File: config.mk
export PLATFORM = sky130hd
export DESIGN_NAME = fetch_stage
export DESIGN_NICKNAME = d
export VERILOG_FILES = /design/src/rtl/fetch_stage.sv
export SDC_FILE = /design/constraint.sdc
export NUM_CORES = 1
export LEC_CHECK = 0
export CAP_MARGIN = 40
export CORE_UTILIZATION = 35
export CTS_CLUSTER_SIZE = 30
export DETAILED_ROUTE_END_ITERATION = 16
export PLACE_DENSITY_LB_ADDON = 0.08
export SLEW_MARGIN = 20
export SYNTH_ARGS = -nofsm -noshare
export SYNTH_HDL_FRONTEND = slang
export SYNTH_SLANG_ARGS = --single-unit
File: constraint.sdc
create_clock -name clk -period 5 [get_ports clk]
set_input_delay 1 -clock clk [delete_from_list [all_inputs] [get_ports clk]]
set_output_delay 1 -clock clk [all_outputs]
set_load 0.02 [all_outputs]
File: src/rtl/fetch_stage.sv
// Instruction-fetch stage with IF/ID pipeline register: owns the PC, issues imem requests,
// rides out memory misses, applies branch redirects and hazard stalls, and freezes on HLT.
module fetch_stage #(
    parameter int               WIDTH     = 16,
    parameter logic [WIDTH-1:0] RESET_PC  = 16'h0000,
    parameter logic [WIDTH-1:0] NOP_INSTR = 16'h0000
) (
    input  logic             clk,
    input  logic             rst,
    output logic [WIDTH-1:0] imem_addr,
    output logic             imem_req,
    input  logic [WIDTH-1:0] imem_data,
    input  logic             imem_rdy,
    input  logic             stall,
    input  logic             br_taken,
    input  logic [WIDTH-1:0] br_target,
    output logic [WIDTH-1:0] ifid_instr,
    output logic [WIDTH-1:0] ifid_pc2,
    output logic             ifid_valid,
    output logic             halted,
    output logic [15:0]      miss_cycles,
    output logic [1:0]       dbg_state
);

    // Memory handshake: a word is taken only in a cycle where imem_req and imem_rdy are both
    // high and no branch redirect is present; imem_data is ignored in every other cycle.
    typedef enum logic [1:0] {
        ST_FETCH  = 2'd0,
        ST_WAIT   = 2'd1,
        ST_HALTED = 2'd2
    } state_t;

    state_t           state_q, state_d;
    logic [WIDTH-1:0] pc_q, pc_d;
    logic [WIDTH-1:0] instr_q, instr_d;
    logic [WIDTH-1:0] pc2_q, pc2_d;
    logic             valid_q, valid_d;
    logic [15:0]      miss_q, miss_d;
    logic [WIDTH-1:0] pc_plus2;
    logic             is_hlt;

    assign pc_plus2 = pc_q + WIDTH'(2);
    assign is_hlt   = (imem_data[WIDTH-1:WIDTH-4] == 4'b1111);

    assign imem_addr   = pc_q;
    assign imem_req    = (state_q != ST_HALTED) && !stall;
    assign halted      = (state_q == ST_HALTED);
    assign ifid_instr  = instr_q;
    assign ifid_pc2    = pc2_q;
    assign ifid_valid  = valid_q;
    assign miss_cycles = miss_q;
    assign dbg_state   = state_q;

    always_ff @(posedge clk or posedge rst) begin
        if (rst) begin
            state_q <= ST_FETCH;
            pc_q    <= RESET_PC;
            instr_q <= NOP_INSTR;
            pc2_q   <= '0;
            valid_q <= 1'b0;
            miss_q  <= '0;
        end else begin
            state_q <= state_d;
            pc_q    <= pc_d;
            instr_q <= instr_d;
            pc2_q   <= pc2_d;
            valid_q <= valid_d;
            miss_q  <= miss_d;
        end
    end

    always_comb begin
        state_d = state_q;
        pc_d    = pc_q;
        instr_d = instr_q;
        pc2_d   = pc2_q;
        valid_d = valid_q;
        miss_d  = miss_q;

        if (br_taken) begin
            // Redirect wins over stall and discards any word returned this cycle.
            pc_d    = {br_target[WIDTH-1:1], 1'b0};
            instr_d = NOP_INSTR;
            valid_d = 1'b0;
            state_d = ST_FETCH;
        end else if (stall) begin
            state_d = state_q;
        end else if (state_q == ST_HALTED) begin
            instr_d = NOP_INSTR;
            valid_d = 1'b0;
        end else if (imem_rdy) begin
            instr_d = imem_data;
            pc2_d   = pc_plus2;
            valid_d = 1'b1;
            if (is_hlt) begin
                state_d = ST_HALTED;
            end else begin
                pc_d    = pc_plus2;
                state_d = ST_FETCH;
            end
        end else begin
            instr_d = NOP_INSTR;
            valid_d = 1'b0;
            state_d = ST_WAIT;
            miss_d  = (miss_q == 16'hFFFF) ? miss_q : miss_q + 16'd1;
        end
    end

endmodule
==> impl_metrics.yaml <==
run_status:
  status: "completed"
place:
  dpl.hpwl_mm: 5.96
  place_area_sq_mm: 0.00430
  gp_congestion: 0.786
  io_buffer_count: 102
die:
  rows: 34
  dieArea_sq_mm: 0.00948
  die_h_um: 97.4
  die_w_um: 97.4
  io_pins: 106
  coreArea_sq_mm: 0.00876
  start_util: 0.363
worst_hold_path:
  worstHoldStart: "ifid_valid"
  hold_path.class: "flip-flop to flip-flop"
  min_path_cells: 1
  min_to: "ifid_valid"
timing:
  tightest_slew_ns: 0.754
  maxClockFrequency_mhz: 308
  relSlewSlack: 0.496
  finalHoldViolations: 0
  rsz0062_at_grt: "no"
  tns_ns: 0
  post-route-min-period_ns: 3.25
  slew_violations: 0
  min_period_over_period: 0.650
  finClkSkew_ns: 0.0105
  setup_violations: 0
yosys:
  netlist_instances: 314
  synth_top_area_share: 0.511
  synthTopCellsByCount: "dfrtp_1, nor2_1, nand2_1, a22o_1, xor2_1"
  yosysWarnings: 0
  synth_area_leaders: "dfrtp_1, a22o_1, xor2_1"
  synth_seq_cells: 65
  synth_edf_count: 0
  yosysTopAreaCell: "dfrtp_1"
  synth_seq_area_share: 0.511
  async_flop_share: 1.00
  post-synth-top-count-cell: "dfrtp_1"
  ys.flop_type: "dfrtp_1"
  synth_area_per_cell_sq_um: 10.1
  syn_area_sq_mm: 0.00318
  yosysUniqueCellTypes: 47
cts:
  path_clk_slew_ns: 0.06
  post_cts_buffers: 0
  hold_buffers: 0
  root_buffer: "clkbuf_8"
  cts_inserted_buffers: 9
  cts_buffer_depth: 2
  cts_resized: 0
  cts.sinks: 65
  cts_tree: "done"
  insertion_delay_ns: 0.34
  h-tree-depth: 3
global_routing:
  grt_max_degree: 31
  antenna_found_initial: 0
  grt_pass1_wl_mm: 13.9
  grt_use_total: 0.183
  grt_overflow: 0
  grt_pass1_vias: 2672
route:
  firstDrtPassIters: 4
  drt-initial-drc-count: 96
  vias_per_cell: 5.26
  drc: 0
  ant_nets: 0
  vias: 2763
  routed_wl_mm: 8.30
  wl_per_cell_um: 15.8
critical_path:
  crit_path_end_kind: "output port"
  start_kind: "input port"
  reg2regPathDepth: 4
  arrival_ns: 2.25
  critPathLaunch: "stall"
  crit_fanout: 5
  worst-setup-path-type: "input port to output port"
  worstReg2RegStart: "dbg_state[0]"
  required_ns: 4.00
  rrSetupSlack_ns: 2.78
  r2r_end: "imem_addr[12]"
cells_and_area:
  nets: 452
  drive_gt1_frac: 0.0815
  antenna_cells: 0
  area_growth_syn_to_layout_pct: 41.7
  final_area_sq_mm: 0.00451
power:
  leakagePower_nw: 1.87
  power_density_mw_per_mm2: 334
  vdd_drop_max_mv: 0.253
run:
  cap_violations: 0
## metrics by stage
stage	setup WS, ns	power (mW)	util	hold WS, ns	std cells
after detailed placement	1.54	1.04	0.490	0.466	510
after floorplan	2.37	0.847	-	0.595	315
after global routing	1.67	1.59	0.515	0.498	525
final	1.75	1.51	0.515	0.475	525
after global placement	1.53	1.03	0.488	0.459	509
after CTS	1.74	1.53	0.515	0.481	525
## layout by cell type (no fill, tap or decap), types with 3 or more instances in the layout
master,count
a21oi_1,12
a22o_1,16
a31oi_1,9
and3_1,7
buf_4,4
clkbuf_8,13
clkdlybuf4s50_1,102
dfrtp_1,65
inv_1,8
mux2_2,4
nand2_1,22
nand3_1,15
nand4_1,12
nor2_1,24
nor3_1,6
nor4_1,7
o211ai_1,3
o21ai_0,12
o31ai_1,6
or3_1,3
or4_1,9
xnor2_1,9
xor2_1,16
## per-layer routing
metal / GRT usage / part of all wire
met1: 0.260 / 0.48
met2: 0.271 / 0.46
met3: 0.0561 / 0.057
met4: 0.0475 / 0.0083
met5: 0 / 0
## sequential cells by signal (all words and copies together), names as in the netlist
name         count
ifid_instr      16
miss_cycles     16
ifid_pc2        15
imem_addr       15
dbg_state        2
ifid_valid       1
## critical path, stage by stage
cell and delay [ns]:
clkdlybuf4s50_1 0.50, nor2_1 0.14, clkdlybuf4s50_1 0.61
## area by class of cell
type                            count  area (sq um)
Fill cell                         815          4250
Clock inverter                      2          35.0
Timing Repair Buffer              107          1070
Multi-Input combinational cell    220          1430
Clock buffer                       13           179
Sequential cell                    65          1630
Tap cell                          108           135
Inverter                           10          37.5
## power by group
| part | internal [mW] | total (mW) | leakage, nW | switching, mW |
|---|---|---|---|---|
| Combinational | 0.189 | 0.373 | 0.953 | 0.185 |
| Sequential | 0.587 | 0.656 | 0.805 | 0.0689 |
| Clock | 0.282 | 0.480 | 0.112 | 0.198 |
| Total | 1.06 | 1.51 | 1.87 | 0.452 |
## how the worst max path moves through the flow
| stage | to | cells past startpoint | slack, ns |
|---|---|---|---|
| final | imem_req | 3 | 1.75 |
| after global placement | ifid_instr[5] | 6 | 1.53 |
| after floorplan | dbg_state[0] | 1 | 2.37 |
| after global routing | imem_req | 3 | 1.67 |
| after CTS | imem_req | 3 | 1.74 |
| after detailed placement | ifid_instr[14] | 6 | 1.54 |
## cell families after synthesis
kind of cell / Yosys count / share of synthesized area
AO/OA/AOI/OAI: 63 / 0.134
flip-flops: 65 / 0.511
multiplexers: 7 / 0.0252
other: 1 / 0.00118
XOR/XNOR: 25 / 0.0688
AND/OR/NAND/NOR: 121 / 0.210
adder cells (fa/ha/maj): 2 / 0.00786
buffers and inverters: 30 / 0.0417
No activity file was read; power rests on OpenSTA's default activity.
